<file path="src/rtl/spi_frame_sequencer.sv">
// SPI command sequencer: config register file, burst pixel capture, and the pixel
// coordinator that follows either the SPI burst stream or the camera stream.
module spi_frame_sequencer #(
  parameter int ImageW = 640,
  parameter int ImageH = 480,
  parameter int NReg   = 8
) (
  input  logic              clk_p,
  input  logic              rst_p,
  input  logic              css,
  input  logic              byte_rdy,
  input  logic [7:0]        byte_i,
  output logic [7:0]        resp_o,
  input  logic [8:0]        ret_data,
  input  logic              cam_dv,
  input  logic              cam_rst,
  output logic              pix_en,
  output logic              pix_rst,
  output logic [23:0]       pixA,
  output logic [23:0]       pixB,
  output logic [10:0]       pix_x,
  output logic [10:0]       pix_y,
  output logic              frame_done,
  output logic [8*NReg-1:0] cfg_o,
  output logic              src_spi
);

  localparam int AW = $clog2(NReg);

  typedef enum logic [2:0] {
    IDLE, OPC, ADDR_R, ADDR_W, DATA_W, BURST, DRAIN
  } state_e;

  state_e        state_q, state_d;
  logic [7:0]    regs_q [NReg];
  logic [7:0]    regs_d [NReg];
  logic [AW-1:0] addr_q, addr_d;
  logic          scr_rst_q, scr_rst_d;
  logic [2:0]    cnt_q, cnt_d;
  logic [39:0]   grp_q, grp_d;
  logic [7:0]    resp_q, resp_d;
  logic [23:0]   pixa_q, pixa_d;
  logic [23:0]   pixb_q, pixb_d;
  logic          spi_pix_q, spi_pix_d;
  logic [10:0]   x_q, x_d;
  logic [10:0]   y_q, y_d;
  logic          done_q, done_d;
  logic [7:0]    ret_sat;

  // A 9-bit signed value never exceeds 255, so only the negative side clamps.
  assign ret_sat = ret_data[8] ? 8'h00 : ret_data[7:0];

  assign src_spi = (regs_q[2] != 8'h00);
  assign pix_en  = src_spi ? spi_pix_q : cam_dv;
  assign pix_rst = src_spi ? scr_rst_q : cam_rst;

  assign resp_o     = resp_q;
  assign pixA       = pixa_q;
  assign pixB       = pixb_q;
  assign pix_x      = x_q;
  assign pix_y      = y_q;
  assign frame_done = done_q;

  always_comb begin
    cfg_o = '0;
    for (int k = 0; k < NReg; k++) cfg_o[8*k +: 8] = regs_q[k];
  end

  always_comb begin
    state_d   = state_q;
    regs_d    = regs_q;
    addr_d    = addr_q;
    scr_rst_d = scr_rst_q;
    cnt_d     = cnt_q;
    grp_d     = grp_q;
    resp_d    = resp_q;
    pixa_d    = pixa_q;
    pixb_d    = pixb_q;
    spi_pix_d = 1'b0;
    x_d       = x_q;
    y_d       = y_q;
    done_d    = 1'b0;

    // Dropping css abandons whatever was in flight, including a partial pixel group.
    if (!css) begin
      state_d = IDLE;
      cnt_d   = 3'd0;
      resp_d  = 8'hFF;
    end else begin
      unique case (state_q)
        IDLE: state_d = OPC;
        OPC: if (byte_rdy) begin
          case (byte_i)
            8'h81:   state_d = ADDR_R;
            8'h80:   state_d = ADDR_W;
            8'h55:   state_d = BURST;
            8'h40: begin scr_rst_d = 1'b0; state_d = DRAIN; end
            8'h41: begin scr_rst_d = 1'b1; state_d = DRAIN; end
            default: state_d = DRAIN;
          endcase
        end
        ADDR_R: if (byte_rdy) begin
          resp_d  = regs_q[byte_i[AW-1:0]];
          state_d = DRAIN;
        end
        ADDR_W: if (byte_rdy) begin
          addr_d  = byte_i[AW-1:0];
          state_d = DATA_W;
        end
        DATA_W: if (byte_rdy) begin
          regs_d[addr_q] = byte_i;
          state_d        = DRAIN;
        end
        BURST: if (byte_rdy) begin
          resp_d = ret_sat;
          if (cnt_q == 3'd5) begin
            pixa_d    = grp_q[39:16];
            pixb_d    = {grp_q[15:0], byte_i};
            cnt_d     = 3'd0;
            spi_pix_d = 1'b1;
          end else begin
            grp_d = {grp_q[31:0], byte_i};
            cnt_d = cnt_q + 3'd1;
          end
        end
        DRAIN:   state_d = DRAIN;
        default: state_d = IDLE;
      endcase
    end

    // Frame reset wins over a coincident pixel strobe.
    if (pix_rst) begin
      x_d = 11'd0;
      y_d = 11'd0;
    end else if (pix_en) begin
      if (x_q == 11'(ImageW - 1)) begin
        x_d = 11'd0;
        if (y_q == 11'(ImageH - 1)) begin
          y_d    = 11'd0;
          done_d = 1'b1;
        end else begin
          y_d = y_q + 11'd1;
        end
      end else begin
        x_d = x_q + 11'd1;
      end
    end
  end

  always_ff @(posedge clk_p or posedge rst_p) begin
    if (rst_p) begin
      state_q <= IDLE;
      for (int k = 0; k < NReg; k++) regs_q[k] <= 8'h00;
      addr_q    <= '0;
      scr_rst_q <= 1'b0;
      cnt_q     <= 3'd0;
      grp_q     <= 40'd0;
      resp_q    <= 8'hFF;
      pixa_q    <= 24'd0;
      pixb_q    <= 24'd0;
      spi_pix_q <= 1'b0;
      x_q       <= 11'd0;
      y_q       <= 11'd0;
      done_q    <= 1'b0;
    end else begin
      state_q   <= state_d;
      regs_q    <= regs_d;
      addr_q    <= addr_d;
      scr_rst_q <= scr_rst_d;
      cnt_q     <= cnt_d;
      grp_q     <= grp_d;
      resp_q    <= resp_d;
      pixa_q    <= pixa_d;
      pixb_q    <= pixb_d;
      spi_pix_q <= spi_pix_d;
      x_q       <= x_d;
      y_q       <= y_d;
      done_q    <= done_d;
    end
  end

endmodule
</file>
<file path="config.mk">
export PLATFORM = sky130hd
export DESIGN_NAME = spi_frame_sequencer
export DESIGN_NICKNAME = d
export VERILOG_FILES = /design/src/rtl/spi_frame_sequencer.sv
export SDC_FILE = /design/constraint.sdc
export NUM_CORES = 1
export LEC_CHECK = 0
export CORE_MARGIN = 5
export CORE_UTILIZATION = 45
export DETAILED_ROUTE_END_ITERATION = 16
export PLACE_DENSITY = 0.71
export SLEW_MARGIN = 25
export SYNTH_ARGS = -nofsm -noshare
export SYNTH_HDL_FRONTEND = slang
export SYNTH_SLANG_ARGS = --single-unit
</file>
<file path="constraint.sdc">
create_clock -name clk_p -period 18.1 [get_ports clk_p]
set_clock_uncertainty 0.15 [all_clocks]
set_input_delay 3.62 -clock clk_p [delete_from_list [all_inputs] [get_ports clk_p]]
set_output_delay 3.62 -clock clk_p [all_outputs]
set_load 0.02 [all_outputs]
</file>
# Yosys cells after proc, flatten, opt, wreduce, memory -nomap -nowiden
# Cells that the tools add are included.
# W data, S select, Z words.
# word_totals
ff_bits	194
inputBits	23
output_inout_bits	146
elab_cells	107
# op_classes
addsub	3
n_lt_le_gt_ge	3
n_eq_ne	23
muxes	39
bitwise	3
reduce_logical	16
# op_table
operator	count
$mux W11	7
$bwmux W64	1
$mux W8	7
$bmux W8 S3	1
$demux W8 S3	1
$eq A8 B7 Y1 const B	3
$mux W3	8
$add A11 B1 Y11 const B	2
$pmux W3 S6	1
$eq A8 B8 Y1 const B	2
$pmux W8 S2	1
$reduce_and A4 Y1	4
$eq A3 B3 Y1 const B	4
$ne A3 B3 Y1 const B	4
$eq A11 B10 Y1 const B	1
$eq A11 B9 Y1 const B	1
$mux W1	10
$pmux W3 S3	1
$reduce_and A3 Y1	3
$ge A4 B4 Y1 const B	2
$not A3 Y4	2
$reduce_bool A8 Y1	1
$eq A3 B2 Y1 const B	2
$reduce_bool A2 Y1	3
other kinds (13)	15

# Longest topological paths before layout
# Gate-level depths: netlist of run 1.
# depth
word_depth	7
ltp_mapped	8

# Worst setup path before layout of run 1
# OpenSTA, ideal clock, no wires.
# synth_path
kind	input -> output
from	in cam_rst
to	out pix_rst
t_arrival_ns	4.252
required_ns	14.330
setup_slack_ns	10.078
stages	4
n_path_buf	0
path_cell_list	inv_1 nor3_1 nor2_2 inv_4
# synth_via
elab_chain_len	1
# synth_rtl
item	line_no	text
from (decl)	16	input logic cam_rst,
$mux W1	55	assign pix_rst = src_spi ? scr_rst_q : cam_rst;
to (decl)	18	output logic pix_rst,
# Every way passes these cells.

# Worst setup path in the final report of run 1
# Ends and elaborated chain as after synthesis.

==> qor.tcl, run 1 <==
set qor(rsz_0062_raised_after_global_routing) {no}
set qor(place.gp.congestion) 0.895
set qor(finalCriticalPeriod_ps) 9300
set qor(synth_seq_area_share_pct) 56.1
set qor(post_cts_resized) 0
set qor(most_numerous_cell_in_the_yosys_netlist) {dfrtp_1}
set qor(slew_viol_final) 0
set qor(worst_path_largest_cell_delay_ps) 610
set qor(avgViaCountPerCell) 5.58
set qor(crit_path_max_fanout) 8
set qor(final_nets) 823
set qor(grt_antenna_before_repair) 0
set qor(n_fill_cell) 1510
set qor(standard_cell_row_count) 50
set qor(cts_setup_buffers) 0
set qor(yosysWarnings) 0
set qor(via_count_of_the_first_global_routing_pass) 6183
set qor(power.density_cell_area_mw_per_mm2) 129
set qor(grt_start_max_net_pins) 129
set qor(worst_ep_arrival_time_ps) 5530
set qor(top_level_ports) 169
set qor(synth_xor_xnor_area_share_pct) 0.606
set qor(die_h_um) 149
set qor(r2r.worst_path.cells) 4
set qor(yosys_most_used_dff) {dfrtp_1}
set qor(clk_transition_reported_paths_ps) 70
set qor(ant_nets) 0
set qor(cts.sinks) 194
set qor(synth_compound_area_share_pct) 5.65
set qor(synth_area_leader_cell) {dfrtp_1}
set qor(end_kind) {output port}
set qor(critical_path.most_common_cell) {clkdlybuf4s50_1}
set qor(clock_path_buffers) 2
set qor(grt_usage_pct) 19.9
set qor(capture_instance_of_the_worst_register_to_register_path) {cfg_o[7]$_DFFE_PP0P_}
set qor(avgRoutedWirePerCell_um) 20.1
set qor(firstDrtPassIters) 5
set qor(syn-mean-instance-area_um2) 13.5
set qor(report.final.setup_viol) 0
set qor(die_area_mm2) 0.0221
set qor(cts.htree.levels) 4
set qor(clock-root-buffer) {clkbuf_16}
set qor(cellLeakagePower_nw) 5.04
set qor(area_of_the_mapped_netlist_mm2) 0.00867
set qor(grt_first_pass_wirelength_um) 34500
set qor(min_period_over_period_pct) 51.4
set qor(hold_viol_final) 0
set qor(fmax_mhz) 108
set qor(synth_largest_type_area_fraction_pct) 53.7
set qor(regToRegSetupSlack_ps) 15600
set qor(timing.hold.worst_endpoint) {pixB[20]$_DFFE_PP0P_}
set qor(holdBufCountCts) 0
set qor(power.total_mw) 1.44
set qor(muxShareOfSynthArea_pct) 25.6
set qor(crit-reg2reg-launch) {state_q[1]$_DFFE_PP0P_}
set qor(timing.max_cap.violations) 0
set qor(synth-async-reset-ratio_pct) 100
set qor(floorplan.initialDensity_pct) 46.0
set qor(critPathTopFamily) {buffers and inverters}
set qor(cts_tree) {built}
set qor(floorplan.core_area_mm2) 0.0188
set qor(antenna-diode-count) 0
set qor(areaGrowthSynthToFinish_pct) 28.8
set qor(die_width_um) 149
set qor(crit_chain) {clkdlybuf4s50_1, inv_1, nor3_1, nor2_2, inv_4, clkdlybuf4s50_1}
set qor(cts-buffers-inserted) 17
set qor(final_setup_tns_ps) 0
set qor(transition_at_the_pin_with_the_smallest_max_transition_slack_ps) 877
set qor(netlist_instances) 644
set qor(synth_fp_nets) 669
set qor(vdd_drop_max_v) 0.0000780
set qor(post_synth_and_or_nand_nor_area_fraction_pct) 8.97
set qor(relSlewSlack_pct) 41.6
set qor(status) {finished clean}
set qor(hp-class) {reg -> reg}
set qor(global_route.overflow_total) 0
set qor(hold_depth) 1
set qor(worst_skew_pair.late_latency_ps) 430
set qor(criticalPathCategory) {in -> out}
set qor(cpMaxStageDelayCell) {clkdlybuf4s50_1}
set qor(totalWireLength_um) 21600
set qor(vias) 5972
set qor(drive_above_1_share_pct) 29.7
set qor(worstPathBufferInverterCount) 4
set qor(combinational_family_with_the_most_area_after_synthesis) {multiplexers}
set qor(dp_hpwl_um) 15000
set qor(synthTopCellsByCount) {dfrtp_1 (186), mux2_2 (156), nand2_1 (28)}
set qor(post_detailed_route_drc_marker_count) 0
set qor(synthDistinctLibCells) 62
set qor(synth_edf_count) 0
set qor(timing.hold.worst.start) {pixB[20]$_DFFE_PP0P_}
set qor(placement.io_buffers) 168
set qor(netlist_top_cells_area) {dfrtp_1 (54%), mux2_2 (20%), mux4_2 (4.2%)}
set qor(cp-start-kind) {primary input}
set qor(adder_cell_share_of_the_synthesized_area_pct) 0.289
set qor(drt_first_iter_violations) 297
set qor(postSynthRegisterBits) 194
set qor(critical_path_rt_ps) 14330
[layout by cell type (no fill, tap or decap), types with 4 or more instances in the layout]
| cell type | n |
|---|---|
| a21oi_1 | 15 |
| a31oi_1 | 8 |
| and3_1 | 6 |
| buf_4 | 6 |
| clkbuf_16 | 17 |
| clkdlybuf4s50_1 | 167 |
| dfrtp_1 | 186 |
| dfstp_2 | 8 |
| inv_1 | 13 |
| mux2_2 | 156 |
| mux2i_1 | 8 |
| mux4_2 | 16 |
| nand2_1 | 28 |
| nand2b_1 | 5 |
| nand3_1 | 14 |
| nand4_1 | 9 |
| nor2_1 | 17 |
| nor3_1 | 9 |
| o21a_1 | 4 |
| o21ai_0 | 20 |
| o21ai_1 | 4 |
| or3_1 | 8 |
[through the flow]
stage,setup slack [ps],area (um^2),std cells,hold slack [ps],util (%)
6_report,8800,11200,1071,354,59.3
5_1_grt,8660,11200,1071,367,59.3
4_1_cts,8790,11200,1071,359,59.3
3_5_place_dp,8810,10500,1039,343,56.0
3_3_place_gp,8830,10500,1039,331,56.0
2_1_floorplan,9060,8670,644,324,-
[registers in the layout, indices dropped and copies added, names as in the netlist]
name	count
addr_q	3
cfg_o	64
cnt_q	3
frame_done	1
grp_q	40
pixA	24
pixB	24
pix_x	11
pix_y	11
resp_o	8
scr_rst_q	1
spi_pix_q	1
state_q	3
[worst max path at each step]
stage,start,to,depth (start not counted)
global route,cam_rst,pix_rst,6
global placement,cam_rst,pix_rst,6
finish,cam_rst,pix_rst,6
floorplan,rst_p,addr_q[0]$_DFFE_PP0P_,1
detailed placement,cam_rst,pix_rst,6
CTS,cam_rst,pix_rst,6
[per-layer routing]
layer / vias up / track usage (%) / wire length (um) / part of all wire [%]
met5: - / 0 / 0 / 0
met4: 0 / 5.63 / 397 / 1.8
met3: 33 / 5.96 / 1540 / 7.1
met2: 229 / 32.1 / 10500 / 49
met1: 3052 / 26.5 / 9160 / 42
li1: 2658 / - / - / -
[area by class of cell]
type | count | area (um^2) | share of cell area, %
multi-input combinational | 396 | 3570 | 32.0
inverter | 15 | 66.3 | 0.594
timing repair buffer | 174 | 1720 | 15.4
tap | 260 | 325 | 2.91
sequential | 194 | 4860 | 43.6
clock inverter | 9 | 141 | 1.27
clock buffer | 23 | 478 | 4.28
[cells by family after synthesis]
group	count (synthesis)
buf+inv	54
compound gates	74
flops	194
xor+xnor	6
simple gates	133
mux	181
fa+ha+maj	2
[report_power, final]
part	switching [mW]	internal, mW	leakage [nW]
Combinational	0.243	0.217	2.10
Sequential	0.0743	0.510	2.63
Clock	0.163	0.231	0.305
Total	0.481	0.959	5.04
Note: power is estimated with default switching activity, not from simulation.
==> run 2: changes to the inputs <==
--- a/config.mk
+++ b/config.mk
@@ -8,7 +8,7 @@
 export CORE_MARGIN = 5
 export CORE_UTILIZATION = 45
 export DETAILED_ROUTE_END_ITERATION = 16
-export PLACE_DENSITY = 0.71
+export PLACE_DENSITY = 0.74
 export SLEW_MARGIN = 25
 export SYNTH_ARGS = -nofsm -noshare
 export SYNTH_HDL_FRONTEND = slang
==> constraint.sdc (replaced) <==
create_clock -name clk_p -period 7.99 [get_ports clk_p]
set_clock_uncertainty 0.15 [all_clocks]
set_input_delay 1.598 -clock clk_p [delete_from_list [all_inputs] [get_ports clk_p]]
set_output_delay 1.598 -clock clk_p [all_outputs]
set_load 0.02 [all_outputs]
==> qor.tcl, run 2 (synthesis gave the netlist of run 1 again) <==
set qor(placed_cells_incl_taps) 1038 ;# -0.096%
set qor(ant_nets) 0 ;# unchanged
set qor(die_h_um) 149 ;# unchanged
set qor(post_cts_resized) 0 ;# unchanged
set qor(via_count_of_the_first_global_routing_pass) 6216 ;# +0.53%
set qor(slew_viol_final) 0 ;# unchanged
set qor(timing.hold.worst.start) {grp_q[32]$_DFFE_PP0P_}
set qor(clk_transition_reported_paths_ps) 70 ;# about the same
set qor(report.final.setup_viol) 0 ;# unchanged
set qor(clock-root-buffer) {clkbuf_16}
set qor(firstDrtPassIters) 5 ;# unchanged
set qor(met2_length_um) 10500 ;# about the same
set qor(areaGrowthSynthToFinish_pct) 28.4
set qor(drive_above_1_share_pct) 29.7 ;# -0.050 points
set qor(end_kind) {output port}
set qor(die_area_mm2) 0.0221 ;# unchanged
set qor(final_setup_tns_ps) 0 ;# unchanged
set qor(vdd_drop_max_v) 0.000161 ;# +110%
set qor(power_switching_share_pct) 33.8 ;# +0.40 points
set qor(top_level_ports) 169 ;# unchanged
set qor(worst_skew_pair.late_latency_ps) 430 ;# about the same
set qor(hp-class) {reg -> reg}
set qor(relSlewSlack_pct) 40.0 ;# -1.6 points
set qor(crit-reg2reg-launch) {cfg_o[20]$_DFFE_PP0P_}
set qor(die_width_um) 149 ;# unchanged
set qor(part_of_the_power_in_registers_pct) 41.3 ;# +0.7 points
set qor(grt_first_pass_wirelength_um) 34500 ;# about the same
set qor(placement.io_buffers) 168 ;# unchanged
set qor(vias) 5937 ;# -0.59%
set qor(place.gp.congestion) 0.969 ;# +8.3%
set qor(n_fill_cell) 1468 ;# -2.8%
set qor(largest_reg_flops) 64 ;# unchanged
set qor(cts_setup_buffers) 0 ;# unchanged
set qor(wl_met3_um) 1260 ;# -18%
set qor(post_detailed_route_drc_marker_count) 0 ;# unchanged
set qor(crit_path_max_fanout) 8 ;# unchanged
set qor(finalCriticalPeriod_ps) 5190
set qor(final.setup.worst_slack_ps) 2800 ;# -6000 ps
set qor(final_nets) 822 ;# -0.12%
set qor(p_int_mw) 2.12 ;# +120%
set qor(rsz_0062_raised_after_global_routing) {no}
set qor(standard_cell_row_count) 50 ;# unchanged
set qor(r2r.worst_path.cells) 4 ;# unchanged
set qor(holdBufCountCts) 0 ;# unchanged
set qor(floorplan.initialDensity_pct) 46.0 ;# unchanged
set qor(highest_layer) {met4}
set qor(status) {finished clean}
set qor(transition_at_the_pin_with_the_smallest_max_transition_slack_ps) 900 ;# +23.3 ps
set qor(hold_depth) 1 ;# unchanged
set qor(cts_tree) {built}
set qor(hold_viol_final) 0 ;# unchanged
set qor(capture_instance_of_the_worst_register_to_register_path) {pix_y[0]$_DFFE_PP0P_}
set qor(power_switching_mw) 1.08 ;# +130%
set qor(clock_path_buffers) 2 ;# unchanged
set qor(power.density_cell_area_mw_per_mm2) 288 ;# +120%
set qor(critical_path_rt_ps) 6240 ;# -8090 ps
set qor(avgRoutedWirePerCell_um) 20.2 ;# +0.16%
set qor(layout_common_cells) {dfrtp_1 (186), clkdlybuf4s50_1 (167), mux2_2 (156), nand2_1 (28), o21ai_0 (20)}
set qor(grt_start_max_net_pins) 122 ;# -5.4%
set qor(dp_slack_ps) 2820 ;# -5990 ps
set qor(antenna-diode-count) 0 ;# unchanged
set qor(cts.sinks) 194 ;# unchanged
set qor(min_period_over_period_pct) 65.0
set qor(drt_first_iter_violations) 344 ;# +16%
set qor(wl_met1_um) 9270 ;# +1.2%
set qor(avgViaCountPerCell) 5.55 ;# -0.40%
set qor(regToRegSetupSlack_ps) 5390 ;# -10210 ps
set qor(comb_power_share_pct) 32.1 ;# about the same
set qor(timing.hold.worst_endpoint) {grp_q[32]$_DFFE_PP0P_}
set qor(worst_setup_path_startpoint) {cam_rst}
set qor(cp-start-kind) {primary input}
set qor(criticalPathCategory) {in -> out}
set qor(global_route.overflow_total) 0 ;# unchanged
set qor(part_of_the_power_in_the_clock_network_pct) 26.6 ;# -0.8 points
set qor(final_common_cell) {dfrtp_1}
set qor(instances_no_fill) 1069 ;# -0.19%
set qor(cts.htree.levels) 4 ;# unchanged
set qor(fmax_mhz) 193
set qor(timing.max_cap.violations) 0 ;# unchanged
set qor(grt_antenna_before_repair) 0 ;# unchanged
set qor(cts-buffers-inserted) 17 ;# unchanged
set qor(worst_ep_arrival_time_ps) 3440 ;# -2090 ps
set qor(totalWireLength_um) 21600 ;# about the same
set qor(floorplan.core_area_mm2) 0.0188 ;# unchanged
set qor(grt_usage_pct) 19.9 ;# about the same
set qor(cellLeakagePower_nw) 5.01 ;# -0.54%
set qor(dp_hpwl_um) 15100 ;# +0.70%
-- run 2: cell types whose count changed in the layout (fill, tap and decap cells not counted), sizes merged --
cell,delta
clkbuf,-2
bufinv,-1
clkinvlp,+2
inv,-1
buf,-1
clkinv,+1
-- run 2: through the flow --
step                instance area (um^2)  hold WS, ps  total power, mW  util (%)
finish                             11100          353             3.20      59.1
global route                       11100          379             3.36      59.1
CTS                                11100          357             3.23      59.1
detailed placement                 10500          341             2.37      56.0
global placement                   10500          332             2.33      56.0
floorplan                           8670          324             1.95         -
-- run 2: worst max-delay path, cell delays in order --
cell             delay, ps
clkdlybuf4s50_1        480
inv_1                   60
nor3_1                 360
nor2_2                 210
inv_4                  130
clkdlybuf4s50_1        610
-- run 2: how the worst max path moves through the flow --
stage | to | cells past startpoint
global placement | pix_rst | 6
detailed placement | pix_rst | 6
global route | pix_rst | 6
finish | pix_rst | 6
CTS | pix_rst | 6
floorplan | addr_q[0]$_DFFE_PP0P_ | 1
-- run 2: layer usage --
metal,up-vias,GRT usage [%]
met5,-,0
met4,0,7.37
met3,43,5.29
met2,214,31.5
met1,3007,26.6
li1,2673,-
-- run 2: final cells by class --
| cell class | instances | area (um^2) | area share, % |
|---|---|---|---|
| sequential | 194 | 4860 | 43.7 |
| multi-input combinational | 396 | 3570 | 32.1 |
| timing repair buffer | 173 | 1710 | 15.4 |
| clock buffer | 21 | 460 | 4.14 |
| tap | 260 | 325 | 2.92 |
| clock inverter | 10 | 126 | 1.14 |
| inverter | 15 | 66.3 | 0.596 |
-- run 2: power by group through the flow --
| stage | clock network [mW] | registers (mW) | logic (mW) |
|---|---|---|---|
| 6_report | 0.853 | 1.32 | 1.03 |
| 5_1_grt | 0.908 | 1.35 | 1.10 |
| 4_1_cts | 0.871 | 1.32 | 1.04 |
| 3_5_place_dp | 0 | 1.34 | 1.03 |
| 3_3_place_gp | 0 | 1.33 | 1.01 |
| 2_1_floorplan | 0 | 1.41 | 0.536 |
==> run 3: changes to the inputs <==
==> constraint.sdc (replaced) <==
create_clock -name clk_p -period 4.54 [get_ports clk_p]
set_clock_uncertainty 0.15 [all_clocks]
set_input_delay 0.908 -clock clk_p [delete_from_list [all_inputs] [get_ports clk_p]]
set_output_delay 0.908 -clock clk_p [all_outputs]
set_load 0.02 [all_outputs]
==> qor.tcl, run 3 (synthesis gave the netlist of run 1 again) <==
set qor(post_detailed_route_drc_marker_count) 0 ;# unchanged
set qor(die_width_um) 149 ;# unchanged
set qor(relSlewSlack_pct) 44.6 ;# +4.6 points
set qor(top_level_ports) 169 ;# unchanged
set qor(r2r.worst_path.cells) 5 ;# +1
set qor(min_period_over_period_pct) 86.5
set qor(firstDrtPassIters) 5 ;# unchanged
set qor(antenna-diode-count) 0 ;# unchanged
set qor(hp-class) {reg -> reg}
set qor(crit_path_max_fanout) 8 ;# unchanged
set qor(vias) 5945 ;# +0.13%
set qor(die_h_um) 149 ;# unchanged
set qor(worst_setup_path_endpoint) {pix_rst}
set qor(cp-start-kind) {register}
set qor(post_cts_resized) 0 ;# unchanged
set qor(floorplan.initialDensity_pct) 46.0 ;# unchanged
set qor(cts_setup_buffers) 0 ;# unchanged
set qor(cellLeakagePower_nw) 5.03 ;# +0.27%
set qor(holdBufCountCts) 0 ;# unchanged
set qor(ant_nets) 0 ;# unchanged
set qor(avgRoutedWirePerCell_um) 20.2 ;# about the same
set qor(clock_path_buffers) 2 ;# unchanged
set qor(transition_at_the_pin_with_the_smallest_max_transition_slack_ps) 828 ;# -71.6 ps
set qor(timing.max_cap.violations) 0 ;# unchanged
set qor(clock-root-buffer) {clkbuf_16}
set qor(worst_ep_arrival_time_ps) 2870 ;# -570 ps
set qor(report.final.setup_viol) 0 ;# unchanged
set qor(grt_antenna_before_repair) 0 ;# unchanged
set qor(crit-reg2reg-launch) {cfg_o[16]$_DFFE_PP0P_}
set qor(power_switching_share_pct) 35.1 ;# +1.3 points
set qor(p_int_mw) 3.62 ;# +71%
set qor(via_count_of_the_first_global_routing_pass) 6131 ;# -1.4%
set qor(cts_tree) {built}
set qor(place.gp.congestion) 0.933 ;# -3.7%
set qor(grt_start_max_net_pins) 107 ;# -12%
set qor(hold_viol_final) 0 ;# unchanged
set qor(power.total_mw) 5.58 ;# +74%
set qor(drt_first_iter_violations) 396 ;# +15%
set qor(power_switching_mw) 1.96 ;# +81%
set qor(slew_viol_final) 0 ;# unchanged
set qor(regToRegSetupSlack_ps) 2090 ;# -3300 ps
set qor(worst_skew_pair.late_latency_ps) 430 ;# about the same
set qor(grt_first_pass_wirelength_um) 34300 ;# -0.62%
set qor(worst_setup_path_startpoint) {cfg_o[16]$_DFFE_PP0P_}
set qor(end_kind) {output port}
set qor(cts-buffers-inserted) 17 ;# unchanged
set qor(cts.sinks) 194 ;# unchanged
set qor(floorplan.core_area_mm2) 0.0188 ;# unchanged
set qor(part_of_the_power_in_the_clock_network_pct) 25.4 ;# -1.2 points
set qor(grt_usage_pct) 19.7 ;# -0.24 points
set qor(fmax_mhz) 255
set qor(dp_slack_ps) 664 ;# -2150 ps
set qor(final_core_utilization_pct) 59.2 ;# +0.14 points
set qor(final_nets) 827 ;# +0.61%
set qor(power.density_cell_area_mw_per_mm2) 500 ;# +74%
set qor(criticalPathCategory) {reg -> out}
set qor(final_common_cell) {dfrtp_1}
set qor(n_fill_cell) 1498 ;# +2.0%
set qor(totalWireLength_um) 21700 ;# +0.61%
set qor(die_area_mm2) 0.0221 ;# unchanged
set qor(dp_hpwl_um) 15300 ;# +0.87%
set qor(rsz_0062_raised_after_global_routing) {no}
set qor(final_setup_tns_ps) 0 ;# unchanged
set qor(final.setup.worst_slack_ps) 613 ;# -2190 ps
set qor(status) {finished clean}
set qor(comb_power_share_pct) 33.0 ;# +0.9 points
set qor(clk_transition_reported_paths_ps) 80 ;# about the same
set qor(cts.htree.levels) 4 ;# unchanged
set qor(critical_path_rt_ps) 3480 ;# -2760 ps
set qor(avgViaCountPerCell) 5.53 ;# -0.42%
set qor(layout_common_cells) {dfrtp_1 (186), clkdlybuf4s50_1 (167), mux2_2 (156), nand2_1 (28), o21ai_0 (20)}
set qor(part_of_the_power_in_registers_pct) 41.7 ;# +0.4 points
set qor(standard_cell_row_count) 50 ;# unchanged
set qor(placement.io_buffers) 168 ;# unchanged
set qor(largest_reg_flops) 64 ;# unchanged
set qor(vdd_drop_max_v) 0.000272 ;# +69%
set qor(areaGrowthSynthToFinish_pct) 28.7
set qor(capture_instance_of_the_worst_register_to_register_path) {pix_y[1]$_DFFE_PP0P_}
set qor(drive_above_1_share_pct) 30.3 ;# +0.64 points
set qor(global_route.overflow_total) 0 ;# unchanged
set qor(finalCriticalPeriod_ps) 3930
[run 3: cell count changes in the layout (fill, tap and decap cells not counted), moves of 2 or more]
cell,previous run,this run
buf_12,0,2
buf_4,5,8
clkbuf_8,2,0
inv_6,2,4
bufinv_16,2,0
[run 3: how the worst min path moves through the flow]
| stage | end | startpoint | slack, ps | depth (start not counted) |
|---|---|---|---|---|
| 3_3_place_gp | pixA[22]$_DFFE_PP0P_ | grp_q[38]$_DFFE_PP0P_ | 330 | 1 |
| 5_1_grt | pixA[8]$_DFFE_PP0P_ | pixA[8]$_DFFE_PP0P_ | 370 | 1 |
| 2_1_floorplan | pixA[16]$_DFFE_PP0P_ | grp_q[32]$_DFFE_PP0P_ | 320 | 1 |
| 4_1_cts | pixA[21]$_DFFE_PP0P_ | grp_q[37]$_DFFE_PP0P_ | 360 | 1 |
| 3_5_place_dp | pixA[21]$_DFFE_PP0P_ | grp_q[37]$_DFFE_PP0P_ | 340 | 1 |
| 6_report | pixA[21]$_DFFE_PP0P_ | grp_q[37]$_DFFE_PP0P_ | 360 | 1 |
[run 3: final cells by class]
cell class	count	area, um^2	share of cell area [%]
Inverter	15	62.6	0.561
Clock buffer	18	429	3.85
Timing Repair Buffer	178	1780	15.9
Clock inverter	14	125	1.12
Tap cell	260	325	2.92
Multi-Input combinational cell	396	3570	32.0
Sequential cell	194	4860	43.6
[run 3: stage by stage]
stage	cell area, um^2	cells	hold WS [ps]
3_5_place_dp	10600	1043	342
6_report	11200	1075	357
5_1_grt	11200	1075	371
3_3_place_gp	10600	1043	332
4_1_cts	11200	1075	359
2_1_floorplan	8670	644	324
[run 3: metal layers]
metal  vias to the layer above  wire [um]  track usage, %
met5                         -          0               0
met4                         0        387            6.09
met3                        31        899            3.71
met2                       197      10600            31.3
met1                      3046       9780            27.7
li1                       2671          -               -
[run 3: power groups by stage]
stage               Sequential (mW)  Clock, mW  Combinational [mW]
CTS                            2.32       1.45                1.85
global placement               2.33          0                1.81
detailed placement             2.35          0                1.84
finish                         2.33       1.42                1.84
floorplan                      2.49          0               0.944
global route                   2.37       1.51                1.97
[run 3: critical path, cell delays in order (launching register included)]
cell and delay [ps]:
dfrtp_1 430, or4_1 640, nor3_1 420, nor2_2 210, inv_4 130, clkdlybuf4s50_1 610
==> RTL edit 1, RTL diff (flow settings as in run 3) <==
Encoding of `state_e`: now one-hot (7 bits for 7 states).
--- a/src/rtl/spi_frame_sequencer.sv
+++ b/src/rtl/spi_frame_sequencer.sv
@@ -29,4 +29,4 @@
 
-  typedef enum logic [2:0] {
-    IDLE, OPC, ADDR_R, ADDR_W, DATA_W, BURST, DRAIN
+  typedef enum logic [6:0] {
+    IDLE = 7'b0000001, OPC = 7'b0000010, ADDR_R = 7'b0000100, ADDR_W = 7'b0001000, DATA_W = 7'b0010000, BURST = 7'b0100000, DRAIN = 7'b1000000
   } state_e;
Check against the original RTL: same outputs for any inputs over 4 cycles, from zero or initial values and one cycle with rst_p high; so few cycles prove little.
==> RTL edit 1 against run 3 <==
- non-clock buffer count decreased by 4
- wire length increased by 2.2%
- sequential cell count increased by 4
- utilization decreased by 0.68 points
- area after synthesis increased by 1.5%
- synthesized cell count increased by 1.6%
- largest cell class unchanged
- cell area increased by 1.5%
- via count increased by 0.91%
- register-to-register slack got worse by 0.42 ns
- setup slack got worse by 0.14 ns
- critical path type unchanged
Power is not compared: it rests on default switching activity, and its combinational part moved more than twofold at a synthesized area within 25%.
==> RTL edit 1: results (changes against run 3) <==
metric	value	unit	change
worst r2r dst	pix_y[10]		was pix_y[1]
reg2reg setup slack	1.67	ns	was 2.09 ns
P per Cell Area	297	mW/mm^2	
global-route wire length before repair	35100	um	was 34300 um
Iter 0 DRT Violations	286		was 396
CP max-delay cell	nor4_1		was or4_1
Max Root-Sink Buffers	2		unchanged
post-synth net total	679		was 669
Final HPWL DP	15200	um	was 15300 um
Fillers	1550		was 1498
status	completed		unchanged
Mean Syn Cell Area	13.5	sq um	about the same
Post-Place Worst Slack	0.999	ns	was 0.664 ns
drt pass-1 iters	4		was 5
Hold Crit Start	pixB[8]		was grp_q[37]
post-synthesis cell type count	58		was 62
final std cells w/o fill	1089		was 1075
Max Freq	0.246	GHz	was 0.255 GHz
Port Buffers	168		unchanged
largest net degree at the start of global routing	199		was 107
WL/cell	20.4	um	was 20.2 um
Vias	5999		was 5945
layout cells sized above 1	29.1	%	was 30.3%
crit-path max FO	16		was 8
CP endpoint	pix_rst		unchanged
CP arrival	3.01	ns	was 2.87 ns
RePlAce Congestion	0.864		was 0.933
peak supply drop	0.000260	V	
measured slew at the worst slew-check pin	0.886	ns	was 0.828 ns
number of global-route vias before repair	6139		was 6131
largest stage delay on the critical path	0.79	ns	was 0.64 ns
fin nets	836		was 827
synth top area cells	dfrtp_1 54%, mux2_2 21%, mux4_2 4.1%, dfstp_2 2.7%, nor2_1 1.8%		was dfrtp_1 54%, mux2_2 20%, mux4_2 4.2%, dfstp_2 2.4%, nand2_1 1.2%
Tot GR Track Use	20.2	%	was 19.7%
top cells by count, synth	189 x dfrtp_1, 163 x mux2_2, 42 x nor2_1, 27 x nand2_1, 20 x clkbuf_1		was 186 x dfrtp_1, 156 x mux2_2, 28 x nand2_1, 20 x o21ai_0, 17 x nor2_1
sequential area share after synthesis	56.4	%	was 56.1%
-- RTL edit 1: how the worst min path moves through the flow --
stage                     end  slack [ns]  cells past startpoint
global route        resp_o[2]        0.37                      2
floorplan             pixB[8]        0.32                      1
detailed placement    pixB[8]        0.34                      1
global placement      pixB[8]        0.33                      1
finish                pixB[8]        0.35                      1
CTS                   pixB[8]        0.35                      1
-- RTL edit 1: cell type report --
| class | instances | share of cell area, % |
|---|---|---|
| sequential | 198 | 43.9 |
| multi-input combinational | 410 | 32.3 |
| timing repair buffer | 174 | 15.6 |
| clock buffer | 23 | 4.31 |
| tap | 265 | 2.93 |
| clock inverter | 9 | 0.586 |
| inverter | 10 | 0.365 |
-- RTL edit 1: worst reg2reg max path, delay by kind of cell (launching register included) --
kind,cells,cell delay (ns)
AND/OR/NAND/NOR,3,1.56
AO/OA/AOI/OAI,2,0.66
flip-flops,1,0.42
-- RTL edit 1: power groups by stage --
stage / registers (W) / clock network (W) / logic [W]
finish: 0.00179 / 0.00142 / 0.000160
global route: 0.00179 / 0.00152 / 0.000179
CTS: 0.00179 / 0.00145 / 0.000159
detailed placement: 0.00182 / 0 / 0.000159
global placement: 0.00182 / 0 / 0.000155
floorplan: 0.00182 / 0 / 0.0000970
-- RTL edit 1: kinds of logic after synthesis --
family          Yosys count  share of synthesized area [%]
buf+inv                  46                           2.20
compound gates           58                           4.45
fa+ha+maj                 2                          0.284
flops                   198                           56.4
xor+xnor                 14                           1.39
simple gates            152                           9.66
mux                     184                           25.6
-- RTL edit 1: layer usage --
layer | track usage (%) | wire [um]
met4 | 5.40 | 320
met5 | 0 | 0
met3 | 5.97 | 1700
met1 | 28.1 | 9610
met2 | 31.1 | 10500
==> RTL edit 2, RTL diff (flow settings as in run 3) <==
Without the edit above. Set the parameter `NReg` to 4 (it was 8).
--- a/src/rtl/spi_frame_sequencer.sv
+++ b/src/rtl/spi_frame_sequencer.sv
@@ -5,3 +5,3 @@
   parameter int ImageH = 480,
-  parameter int NReg   = 8
+  parameter int NReg   = 4
 ) (
Interface: changed (resized cfg_o); port bits go from 169 to 137. The function was not compared with the original's and may differ.
==> RTL edit 2 against run 3 <==
- wire length is 26% lower
- largest power group unchanged
- total power is 24% lower
- non-clock buffer count is 35 lower
- critical endpoint unchanged
- cell area is 17% lower
- highest routed layer unchanged
- maximum frequency is 4.7% higher
- setup slack better by 0.18 ns
- utilization is 1.4 points higher
- area after synthesis is 18% lower
- global-route usage is 1.3 points lower
- sequential cell count is 33 lower
==> RTL edit 2: results (changes against run 3) <==
metric	value	unit	change
peak supply drop	0.000306	V	was 0.000272 V
worst r2r dst	pixB[14]		was pix_y[1]
status	completed		unchanged
Mean Syn Cell Area	13.5	sq um	about the same
Multi-In Gates	330		was 396
met3 wire length	782	um	was 899 um
P&R area growth vs syn	31.0	%	was 28.7%
Clock transition at path regs	0.06	ns	was 0.08 ns
post-synthesis register bit count	161		was 194
Largest register FFs	40		was 64
Critical R2R Launch	state_q[1]		was cfg_o[16]
Final HPWL DP	11200	um	was 15300 um
sequential area share after synthesis	57.0	%	was 56.1%
adder-cell area share of the yosys netlist	0.353	%	was 0.289%
M1 GR Usage	23.7	%	was 27.7%
Switching Share	29.2	%	was 35.1%
met1 wire length	6920	um	was 9780 um
crit-path max FO	5		was 8
Iter 0 DRT Violations	246		was 396
DR WL met2	8240	um	was 10600 um
post-synth net total	549		was 669
Clock buffers and inverters, area share	6.74	%	was 4.97%
global-route wire length before repair	26500	um	was 34300 um
Multi-input gate area	0.00290	sq mm	was 0.00357 sq mm
number of global-route vias before repair	4955		was 6131
CP arrival	2.69	ns	was 2.87 ns
largest stage delay on the critical path	0.56	ns	was 0.64 ns
layout cells sized above 1	29.5	%	was 30.3%
## RTL edit 2: power groups by stage
stage | sequential (W) | combinational, W | clock [W]
CTS | 0.00177 | 0.000996 | 0.00153
global route | 0.00180 | 0.00106 | 0.00160
detailed placement | 0.00179 | 0.000989 | 0
floorplan | 0.00188 | 0.000457 | 0
global placement | 0.00178 | 0.000966 | 0
finish | 0.00177 | 0.000986 | 0.00151
## RTL edit 2: how the worst max path moves through the flow
stage / startpoint / endpoint / slack (ns) / cells after the start
2_1_floorplan: rst_p / addr_q[0] / 1.45 / 1
3_3_place_gp: cam_rst / pix_rst / 1.08 / 4
3_5_place_dp: cam_rst / pix_rst / 1.07 / 4
4_1_cts: cfg_o[20] / pix_rst / 0.78 / 5
5_1_grt: cfg_o[20] / pix_rst / 0.54 / 5
6_report: cfg_o[20] / pix_rst / 0.79 / 5
